### src/rtl/instr_sequencer_pkg.sv
// Shared definitions for the instruction sequencer: FSM states, opcode
// encodings and the field layout of the 11-bit instruction word.
package instr_sequencer_pkg;

  typedef enum logic [1:0] {
    ST_IDLE = 2'd0,
    ST_RUN  = 2'd1,
    ST_DONE = 2'd2
  } state_e;

  localparam int IW = 11;

  localparam int OPC_MSB  = 10;
  localparam int OPC_LSB  = 8;
  localparam int INP1_MSB = 7;
  localparam int INP1_LSB = 4;
  localparam int INP2_MSB = 3;
  localparam int INP2_LSB = 0;

  localparam logic [2:0] OP_ADD   = 3'b000;
  localparam logic [2:0] OP_SUB   = 3'b001;
  localparam logic [2:0] OP_AND   = 3'b010;
  localparam logic [2:0] OP_OR    = 3'b011;
  localparam logic [2:0] OP_WRITE = 3'b100;
  localparam logic [2:0] OP_HALT  = 3'b111;

  // 101 and 110 have no defined meaning; they are issued but counted as bad
  function automatic logic is_bad_op(input logic [2:0] op);
    return (op == 3'b101) || (op == 3'b110);
  endfunction

endpackage

### src/rtl/instr_sequencer_mem.sv
// Program memory for the sequencer: synchronous write port, combinational
// read port. Contents are deliberately not reset.
module instr_mem
  import instr_sequencer_pkg::*;
#(
  parameter int DEPTH = 16,
  parameter int AW    = 4
) (
  input  logic          clk,
  input  logic          we,
  input  logic [AW-1:0] waddr,
  input  logic [IW-1:0] wdata,
  input  logic [AW-1:0] raddr,
  output logic [IW-1:0] rdata
);

  logic [IW-1:0] mem_r [DEPTH];

  // Write port
  always_ff @(posedge clk) begin
    if (we) begin
      mem_r[waddr] <= wdata;
    end
  end

  assign rdata = mem_r[raddr];

endmodule

### src/rtl/instr_sequencer.sv
// Instruction sequencer: loads a program while idle, then issues one
// instruction per cycle to the processor until HALT or the end of memory.
module instr_sequencer
  import instr_sequencer_pkg::*;
#(
  parameter int DEPTH = 16,
  parameter int AW    = 4
) (
  input  logic          clk,
  input  logic          rst,
  input  logic          load_en,
  input  logic [AW-1:0] load_addr,
  input  logic [10:0]   load_data,
  input  logic          start,
  input  logic          stall,
  output logic [2:0]    opcode,
  output logic [3:0]    inp1,
  output logic [3:0]    inp2,
  output logic          reg_w_enable,
  output logic          issue_valid,
  output logic          busy,
  output logic          done,
  output logic [AW-1:0] pc,
  output logic [4:0]    issue_cnt,
  output logic [3:0]    bad_cnt
);

  localparam logic [AW-1:0] PC_LAST = AW'(DEPTH - 1);

  state_e        state_r;
  logic          last_r;
  logic          mem_we_s;
  logic [IW-1:0] fetch_s;
  logic [2:0]    fetch_op_s;
  logic [3:0]    fetch_inp1_s;
  logic [3:0]    fetch_inp2_s;

  assign mem_we_s     = load_en && (state_r == ST_IDLE) && !rst;
  assign fetch_op_s   = fetch_s[OPC_MSB:OPC_LSB];
  assign fetch_inp1_s = fetch_s[INP1_MSB:INP1_LSB];
  assign fetch_inp2_s = fetch_s[INP2_MSB:INP2_LSB];

  instr_mem #(
    .DEPTH(DEPTH),
    .AW   (AW)
  ) u_instr_mem (
    .clk  (clk),
    .we   (mem_we_s),
    .waddr(load_addr),
    .wdata(load_data),
    .raddr(pc),
    .rdata(fetch_s)
  );

  // Sequencer FSM, issue registers and counters
  always_ff @(posedge clk) begin
    if (rst) begin
      state_r      <= ST_IDLE;
      last_r       <= 1'b0;
      pc           <= '0;
      opcode       <= 3'b000;
      inp1         <= 4'h0;
      inp2         <= 4'h0;
      reg_w_enable <= 1'b0;
      issue_valid  <= 1'b0;
      busy         <= 1'b0;
      done         <= 1'b0;
      issue_cnt    <= 5'd0;
      bad_cnt      <= 4'd0;
    end else begin
      case (state_r)
        ST_IDLE: begin
          done         <= 1'b0;
          issue_valid  <= 1'b0;
          reg_w_enable <= 1'b0;
          if (start) begin
            state_r   <= ST_RUN;
            busy      <= 1'b1;
            last_r    <= 1'b0;
            pc        <= '0;
            issue_cnt <= 5'd0;
            bad_cnt   <= 4'd0;
          end
        end
        ST_RUN: begin
          if (stall) begin
            reg_w_enable <= 1'b0;
          end else if (last_r || (fetch_op_s == OP_HALT)) begin
            // last_r: the final entry issued last cycle and pc has wrapped
            state_r      <= ST_DONE;
            last_r       <= 1'b0;
            busy         <= 1'b0;
            done         <= 1'b1;
            issue_valid  <= 1'b0;
            reg_w_enable <= 1'b0;
            opcode       <= 3'b000;
            inp1         <= 4'h0;
            inp2         <= 4'h0;
          end else begin
            opcode       <= fetch_op_s;
            inp1         <= fetch_inp1_s;
            inp2         <= fetch_inp2_s;
            issue_valid  <= 1'b1;
            reg_w_enable <= (fetch_op_s == OP_WRITE);
            pc           <= pc + AW'(1);
            last_r       <= (pc == PC_LAST);
            issue_cnt    <= issue_cnt + 5'd1;
            if (is_bad_op(fetch_op_s) && (bad_cnt != 4'hF)) begin
              bad_cnt <= bad_cnt + 4'd1;
            end
          end
        end
        ST_DONE: begin
          state_r <= ST_IDLE;
          done    <= 1'b0;
        end
        default: begin
          state_r      <= ST_IDLE;
          busy         <= 1'b0;
          done         <= 1'b0;
          issue_valid  <= 1'b0;
          reg_w_enable <= 1'b0;
        end
      endcase
    end
  end

endmodule
### config.mk
export PLATFORM = sky130hd
export DESIGN_NAME = instr_sequencer
export DESIGN_NICKNAME = d
export VERILOG_FILES = /design/src/rtl/instr_sequencer_pkg.sv /design/src/rtl/instr_sequencer_mem.sv /design/src/rtl/instr_sequencer.sv
export SDC_FILE = /design/constraint.sdc
export NUM_CORES = 1
export LEC_CHECK = 0
export CAP_MARGIN = 20
export CORE_ASPECT_RATIO = 2
export CORE_UTILIZATION = 60
export CTS_BUF_LIST = sky130_fd_sc_hd__clkbuf_4 sky130_fd_sc_hd__clkbuf_8
export DETAILED_ROUTE_END_ITERATION = 10
export PLACE_DENSITY = 0.8
export SYNTH_ARGS = -nofsm -noshare
export SYNTH_HDL_FRONTEND = slang
export SYNTH_SLANG_ARGS = --single-unit
### constraint.sdc
create_clock -name clk -period 5.45 [get_ports clk]
set_clock_uncertainty 0.05 [all_clocks]
set_input_delay 1.635 -clock clk [delete_from_list [all_inputs] [get_ports clk]]
set_output_delay 1.635 -clock clk [all_outputs]
set_load 0.005 [all_outputs]
After elaboration in Yosys (flattened, before gate mapping)
Memories as Yosys holds them, arrays and structs flattened. A register that Yosys moved wholly into a read port is not among the register bits. Cells that the tools add are included.

Add/sub/neg operators: 3. Mux-type cells: 37. Equality and inequality tests: 13. Bitwise gates (word level): 3. Reduce and logical (&&, ||, !) cells: 17.

Operators by type and width (count): $mux 4 (10); $pmux 4 s2 (2); $mux 5 (3); $eq 3x3->1 const B (4); $mux 1 (12); $ne 2x2->1 const B (5); $pmux 5 s2 (1); $add 4x1->4 const B (2); $reduce_and 4->1 (2); $mux 2 (3); $pmux 1 s2 (3); $reduce_and 2->1 (3); $reduce_and 3->1 (2); $add 5x1->5 const B (1); $reduce_and 5->1 (1); $eq 4x4->1 const B (1); $ne 4x4->1 const B (1); $pmux 2 s2 (1); $logic_and 1x1->1 (3); $mux 3 (1); $not 1->1 (3); $pmux 1 s3 (1); $eq 2x1->1 const B (1); $eq 2x2->1 const B (1); 5 further kinds (6).

RAM bits: 176. Output and inout port bits: 28. Input bits: 20. Word-level logic and storage cells: 86. Memories kept: 1. Bits in registers: 31.

Memory list: u_instr_mem.mem_r (words 16, bits a word 11, rd ports 1, clocked after memory_dff 1, write ports 1, line instr_sequencer_mem.sv:17) `logic [IW-1:0] mem_r [DEPTH];`.

Longest topological paths before layout
Gate-level depths: netlist (run 1).

Depth after elaboration: 7. Depth in mapped cells: 9. Gate-level depth less buffers: 6.

Hierarchy
Synthesis (run 1) repeated with hierarchy kept, for this count alone.

Cells, all modules: 444. Area, all modules: 8109.0 um^2.

By module, submodules not included: instr_mem (cells an instance 294, area each 6777.8 um^2, times used 1); instr_sequencer (cells an instance 150, area each 1331.3 um^2, times used 1).

Worst setup path after synthesis (run 1)
Ideal clock, no wire load.

Path type: in2reg. From: in rst. To: mem u_instr_mem.mem_r[0][0] (enable). Cell stages on the path: 5. Setup slack: 1.702 ns. Data required time: 5.007 ns. Library setup time: 0.393 ns. Path buffers: 1. Data arrival time: 3.305 ns. Path through: clkbuf_1 > nor4b_1 > nor2b_1 > nand2b_1 > nor3_1.

Cells in the longest elaborated chain, start to end: 4.

RTL lines: start: declaration (line instr_sequencer.sv:10) `input logic rst,`; $logic_not 1->1 (line instr_sequencer.sv:38) `assign mem_we_s = load_en && (state_r == ST_IDLE) && !rst;`; $logic_and 1x1->1 (line instr_sequencer.sv:38); $mux 1 (line instr_sequencer_mem.sv:21) `if (we) begin`; $mux 1 (implied by the code) (line instr_sequencer_mem.sv:22) `mem_r[waddr] <= wdata;`; end: declaration (line instr_sequencer_mem.sv:17).

Every way passes these cells.

Final worst setup path (run 1)
From: in rst. To: mem u_instr_mem.mem_r[4][7] (enable).

The elaborated chain is that of the path after synthesis.

==> results.sh, run 1 <==
export IMPL_p_switching_mw=0.627
export IMPL_power_frac_comb=0.045
export IMPL_fin_hold_ws_ns=0.429
export IMPL_drv_cap=0
export IMPL_use_met1=0.292
export IMPL_muxShareOfSynthArea=0.150
export IMPL_clkSlewWorstSetupHoldPaths_ns=0.07
export IMPL_cts_buffers=27
export IMPL_clock_latency_ns=0.54
export IMPL_grt_first_pass_wirelength_mm=26.3
export IMPL_firstDrtPassIters=8
export IMPL_antenna_found_initial=0
export IMPL_drtAntennaViolNets=0
export IMPL_synth_compound_area_share=0.0414
export IMPL_p_leak_nw=2.99
export IMPL_fmax_mhz=249
export IMPL_syn_area_per_cell_um2=19.2
export IMPL_cts_hold_buf=0
export IMPL_routabilityCongestion=0.913
export IMPL_post_synth_num_cell_types=44
export IMPL_synth_top_family_by_area="multiplexers"
export IMPL_hold_path_startpoint="issue_cnt[4]"
export IMPL_wirelength_mm=17.0
export IMPL_finalNetCount=522
export IMPL_violations="DRC"
export IMPL_vias_per_cell=6.41
export IMPL_dieHeight_um=167
export IMPL_synthXorXnorAreaFrac=0.00305
export IMPL_initial_core_util=0.614
export IMPL_fin_ws_ns=1.44
export IMPL_async_flop_share=0
export IMPL_die_area_um2=14200
export IMPL_via_count=4310
export IMPL_cp_max_fo=17
export IMPL_yosysTopAreaCell="edfxtp_1"
export IMPL_min_path_type="register to register"
export IMPL_grt_busiest_layer="met2"
export IMPL_tightest_slew_ns=1.01
export IMPL_status="finished with violations"
export IMPL_startpoint="rst"
export IMPL_internal_power_mw=2.43
export IMPL_grt_overflow=0
export IMPL_synth_edf_count=176
export IMPL_syn_inst=428
export IMPL_core_area_um2=13400
export IMPL_post_dp_hpwl_mm=12.0
export IMPL_fin_crit_ns=4.01
export IMPL_drc=7
export IMPL_start_kind="input port"
export IMPL_end_kind="register"
export IMPL_synthToLayoutAreaGrowth_pct=15.1
export IMPL_required_ns=5.56
export IMPL_row_count=60
export IMPL_powerDensity_nw_per_um2=324
export IMPL_syn_area_um2=8200
export IMPL_synth_nets=451
export IMPL_tns_ns=0
export IMPL_finalSetupViolations=0
export IMPL_arrival_ns=4.12
export IMPL_grt_pass1_vias=4376
export IMPL_ys_seq_elements=211
export IMPL_synth_top_area_share=0.645
export IMPL_drtIter0Drc=364
export IMPL_drive_gt1_frac=0.246
export IMPL_synth_simple_area_share=0.0554
export IMPL_clock_sinks=211
export IMPL_place_port_buffers=47
export IMPL_wl_per_cell_um=25.3
export IMPL_stdcell_count=672
export IMPL_ys_warn_count=0
export IMPL_cts_htree_levels=1
export IMPL_pre_cts_ws_ns=0.948
export IMPL_finalHoldViolations=0
export IMPL_grt_max_degree=38
export IMPL_power_frac_clock=0.374
export IMPL_cts_root_buf="clkbuf_8"
export IMPL_path_class="input port to register"
export IMPL_cts_path_max_buffers=3
export IMPL_peakVddDrop_v=0.000283
export IMPL_ys_flop_type="edfxtp_1"
export IMPL_cts_tree="done"
export IMPL_dp_cells=625
export IMPL_relSlewSlack=0.322
export IMPL_synth_seq_area_share=0.730
export IMPL_cts_resized=0
export IMPL_cts_setup_buffers=0
export IMPL_finalMaxSlewViolations=0
export IMPL_antenna_cells=0
export IMPL_synth_fa_ha_area_frac=0.00458
export IMPL_yosys_top_cells_area="edfxtp_1 64%, mux4_2 14%, dfxtp_1 8.5%"
export IMPL_met3_usage=0.0320
export IMPL_final_min_period_over_clock_period=0.736
export IMPL_die_x_um=84.7
export IMPL_met2_usage=0.471
export IMPL_rsz0062_at_grt="no"
export IMPL_track_usage=0.257
export IMPL_pin_count=48
export IMPL_switching_share=0.205
export IMPL_pwr_share_seq=0.581
-- critical path, stage by stage --
cell and delay [ns]:
clkdlybuf4s50_1 0.40, buf_4 0.20, nor4b_1 0.68, nor2b_1 0.25, nand2b_1 0.14, nor2_1 0.80
-- per-stage QoR --
stage	util	area (um2)	total power [mW]
detailed placement	0.666	8900	1.95
floorplan	-	8200	1.87
CTS	0.706	9440	3.07
finish	0.706	9440	3.05
global placement	0.666	8900	1.94
global route	0.706	9440	3.14
-- power by group through the flow --
| stage | Sequential, mW | Clock (mW) | Combinational, mW |
|---|---|---|---|
| finish | 1.77 | 1.14 | 0.138 |
| global route | 1.78 | 1.22 | 0.147 |
| CTS | 1.77 | 1.16 | 0.139 |
| detailed placement | 1.81 | 0 | 0.139 |
| global placement | 1.81 | 0 | 0.135 |
| floorplan | 1.80 | 0 | 0.0719 |
-- worst paths after layout --
| check | endpoint | slack, ns | cells past startpoint |
|---|---|---|---|
| worst max-delay path | u_instr_mem.mem_r[4][7] | 1.44 | 6 |
| worst min-delay path | issue_cnt[4] | 0.43 | 2 |
| worst max register to register | opcode[0] | 2.16 | 7 |
| worst min register to register | issue_cnt[4] | 0.43 | 2 |
-- cells in the mapped netlist (4+ instances only) --
cell type,number
a21oi_1,5
a22o_1,11
buf_2,5
clkbuf_1,11
dfxtp_1,35
edfxtp_1,176
inv_1,5
mux2i_1,6
mux4_2,52
nand2_1,15
nand2b_1,8
nand3_1,5
nor2_1,27
nor2b_1,4
nor3_1,9
-- logic make-up (layout without fill, tap and decap cells) --
logic type / after synthesis / after routing
AOI/OAI and AO/OA: 41 / 41
xor gates and xnor gates: 2 / 2
adders and majority gates: 3 / 3
buffers and inverters: 25 / 114
DFF: 211 / 211
muxes: 58 / 58
and+or+nand+nor: 88 / 88
-- flip-flops by register name (all words and copies together), names as in the netlist, 2 cells and up, named ones only --
| register | flops |
|---|---|
| u_instr_mem.mem_r | 176 |
| issue_cnt | 5 |
| bad_cnt | 4 |
| inp1 | 4 |
| inp2 | 4 |
| pc | 4 |
| opcode | 3 |
| state_r | 2 |
-- per-layer routing --
layer | vias up | part of all wire
li1 | 1878 | -
met2 | 169 | 0.56
met4 | 0 | 0.050
met3 | 43 | 0.045
met1 | 2220 | 0.34
met5 | - | 0
-- layout make-up --
class / instances / area, um2
multi-input cells: 192 / 2110
clock inverters: 13 / 111
flip-flops and latches: 211 / 5990
well taps: 155 / 194
fillers: 812 / 3920
repair buffers: 62 / 596
clock buffers: 34 / 424
inverters: 5 / 18.8
-- cell usage in the layout, fill, tap and decap left out, types with 4 or more instances in the layout --
cell type | netlist | routed
a21oi_1 | 5 | 5
buf_4 | 1 | 14
inv_1 | 5 | 5
a22o_1 | 11 | 11
nand3_1 | 5 | 5
clkbuf_4 | 0 | 7
nor3_2 | 0 | 4
nand2_1 | 15 | 15
nor2b_1 | 4 | 4
mux2i_1 | 6 | 6
nor3_1 | 9 | 5
clkbuf_8 | 0 | 27
nor2_1 | 27 | 27
nand2b_1 | 8 | 8
clkinv_2 | 0 | 5
mux4_2 | 52 | 52
dfxtp_1 | 35 | 33
clkdlybuf4s50_1 | 0 | 47
clkinv_1 | 0 | 5
edfxtp_1 | 176 | 176
Note: power is estimated with default switching activity, not from simulation.
==> run 2, diff against run 1 <==
clock period = 3.7 ns   (was 5.45 ns; I/O delays follow)
==> run 2 against run 1 <==
Net effect:
- the flow still finishes with violations (DRC)
- sequential power rose by 47%
- die area stayed put
- final cell count increased by 3.3%
- sequential cell count is the same
- worst setup slack worse by 0.68 ns
- wire length is 3.3% lower
==> results.sh, run 2 (synthesis results as in run 1) <==
export IMPL_reg_top3="u_instr_mem.mem_r: 176 flops, issue_cnt: 5 flops"
export IMPL_internal_power_mw=3.61
export IMPL_min_path_type="register to register"
export IMPL_fin_hold_ws_ns=0.418
export IMPL_finalSetupViolations=0
export IMPL_path_class="register to register"
export IMPL_start_kind="register"
export IMPL_power_frac_comb=0.044
export IMPL_drtAntennaViolNets=0
export IMPL_fin_crit_ns=2.94
export IMPL_drtIter0Drc=392
export IMPL_switching_share=0.201
export IMPL_cts_buffers=27
export IMPL_track_usage=0.247
export IMPL_grt_overflow=0
export IMPL_most_common_layout_cells="176 x edfxtp_1, 52 x mux4_2, 47 x clkdlybuf4s50_1"
export IMPL_cts_tree="done"
export IMPL_arrival_ns=3.34
export IMPL_vias_per_cell=6.35
export IMPL_finalNetCount=542
export IMPL_relSlewSlack=0.304
export IMPL_clkSlewWorstSetupHoldPaths_ns=0.07
export IMPL_core_area_um2=13400
export IMPL_rsz0062_at_grt="no"
export IMPL_synthToLayoutAreaGrowth_pct=17.1
export IMPL_finalHoldViolations=0
export IMPL_grt_pass1_vias=4677
export IMPL_top_register="u_instr_mem.mem_r"
export IMPL_post_dp_hpwl_mm=11.6
export IMPL_dieHeight_um=167
export IMPL_grt_max_degree=28
export IMPL_final_area_um2=9600
export IMPL_fillCellCount=804
export IMPL_wirelength_mm=16.5
export IMPL_clock_latency_ns=0.52
export IMPL_clock_sinks=211
export IMPL_pwr_share_seq=0.578
export IMPL_fin_ws_ns=0.763
export IMPL_tns_ns=0
export IMPL_cts_hold_buf=0
export IMPL_largest_reg_flops=176
export IMPL_cts_root_buf="clkbuf_8"
export IMPL_fmax_mhz=340
export IMPL_place_port_buffers=47
export IMPL_routabilityCongestion=0.867
export IMPL_drive_gt1_frac=0.275
export IMPL_cts_path_max_buffers=3
export IMPL_place_area_um2=9040
export IMPL_status="finished with violations"
export IMPL_final_common_cell="edfxtp_1"
export IMPL_grt_first_pass_wirelength_mm=25.7
export IMPL_finish_utilization=0.718
export IMPL_cts_resized=0
export IMPL_cts_setup_buffers=0
export IMPL_seq_area_um2=5990
export IMPL_die_area_um2=14200
export IMPL_final_min_period_over_clock_period=0.794
export IMPL_cp_max_fo=19
export IMPL_drv_cap=0
export IMPL_wl_per_cell_um=23.7
export IMPL_antenna_cells=0
export IMPL_required_ns=4.10
export IMPL_die_x_um=84.7
export IMPL_via_count=4408
export IMPL_power_frac_clock=0.377
export IMPL_row_count=60
export IMPL_drc=7
export IMPL_end_kind="register"
export IMPL_violations="DRC"
export IMPL_multi_input_area_um2=2110
export IMPL_antenna_found_initial=0
export IMPL_tightest_slew_ns=1.04
export IMPL_finalMaxSlewViolations=0
export IMPL_powerDensity_nw_per_um2=470
export IMPL_p_leak_nw=3.11
export IMPL_cts_htree_levels=1
export IMPL_peakVddDrop_v=0.000342
export IMPL_pre_cts_ws_ns=0.633
export IMPL_pin_count=48
export IMPL_p_switching_mw=0.907
export IMPL_initial_core_util=0.614
export IMPL_firstDrtPassIters=8
-- run 2: worst paths after layout --
path	startpoint	to	slack, ns	cells after the start
worst min-delay path	done	done	0.42	1
worst min register to register	done	done	0.42	1
worst max-delay path	register	opcode[0]	0.76	6
worst max register to register	register	opcode[0]	0.76	6
-- run 2: through the flow --
step / std cells / power [mW]
6_report: 694 / 4.51
5_1_grt: 694 / 4.67
4_1_cts: 694 / 4.55
3_5_place_dp: 645 / 2.86
3_3_place_gp: 645 / 2.85
2_1_floorplan: 428 / 2.76
-- run 2: area by class of cell --
| cell class | count | share of cell area |
|---|---|---|
| clock buffers | 33 | 0.0454 |
| clock inverters | 16 | 0.0128 |
| inverters | 5 | 0.00196 |
| multi-input cells | 192 | 0.219 |
| flip-flops and latches | 211 | 0.624 |
| well taps | 155 | 0.0202 |
| repair buffers | 82 | 0.0764 |
-- run 2: critical path, stage by stage (launching register included) --
cell and delay, ns:
dfxtp_2 0.74, mux4_2 0.60, a22oi_1 0.26, nand2_2 0.20, and3_4 0.22, nor3_4 0.55
a22o_1 0.25
-- run 2: per-layer routing --
layer  vias up  GRT usage  wire, um
met5         -          0         0
met4         0      0.114       756
met3        47     0.0315       834
met2       202      0.450      9090
met1      2230      0.288      5780
li1       1929          -         -
-- run 2: power by group through the flow --
stage	clock, mW	combinational (mW)	sequential, mW
final	1.70	0.200	2.61
after global routing	1.84	0.215	2.61
after CTS	1.74	0.201	2.61
after detailed placement	0	0.200	2.66
after global placement	0	0.194	2.66
after floorplan	0	0.106	2.65
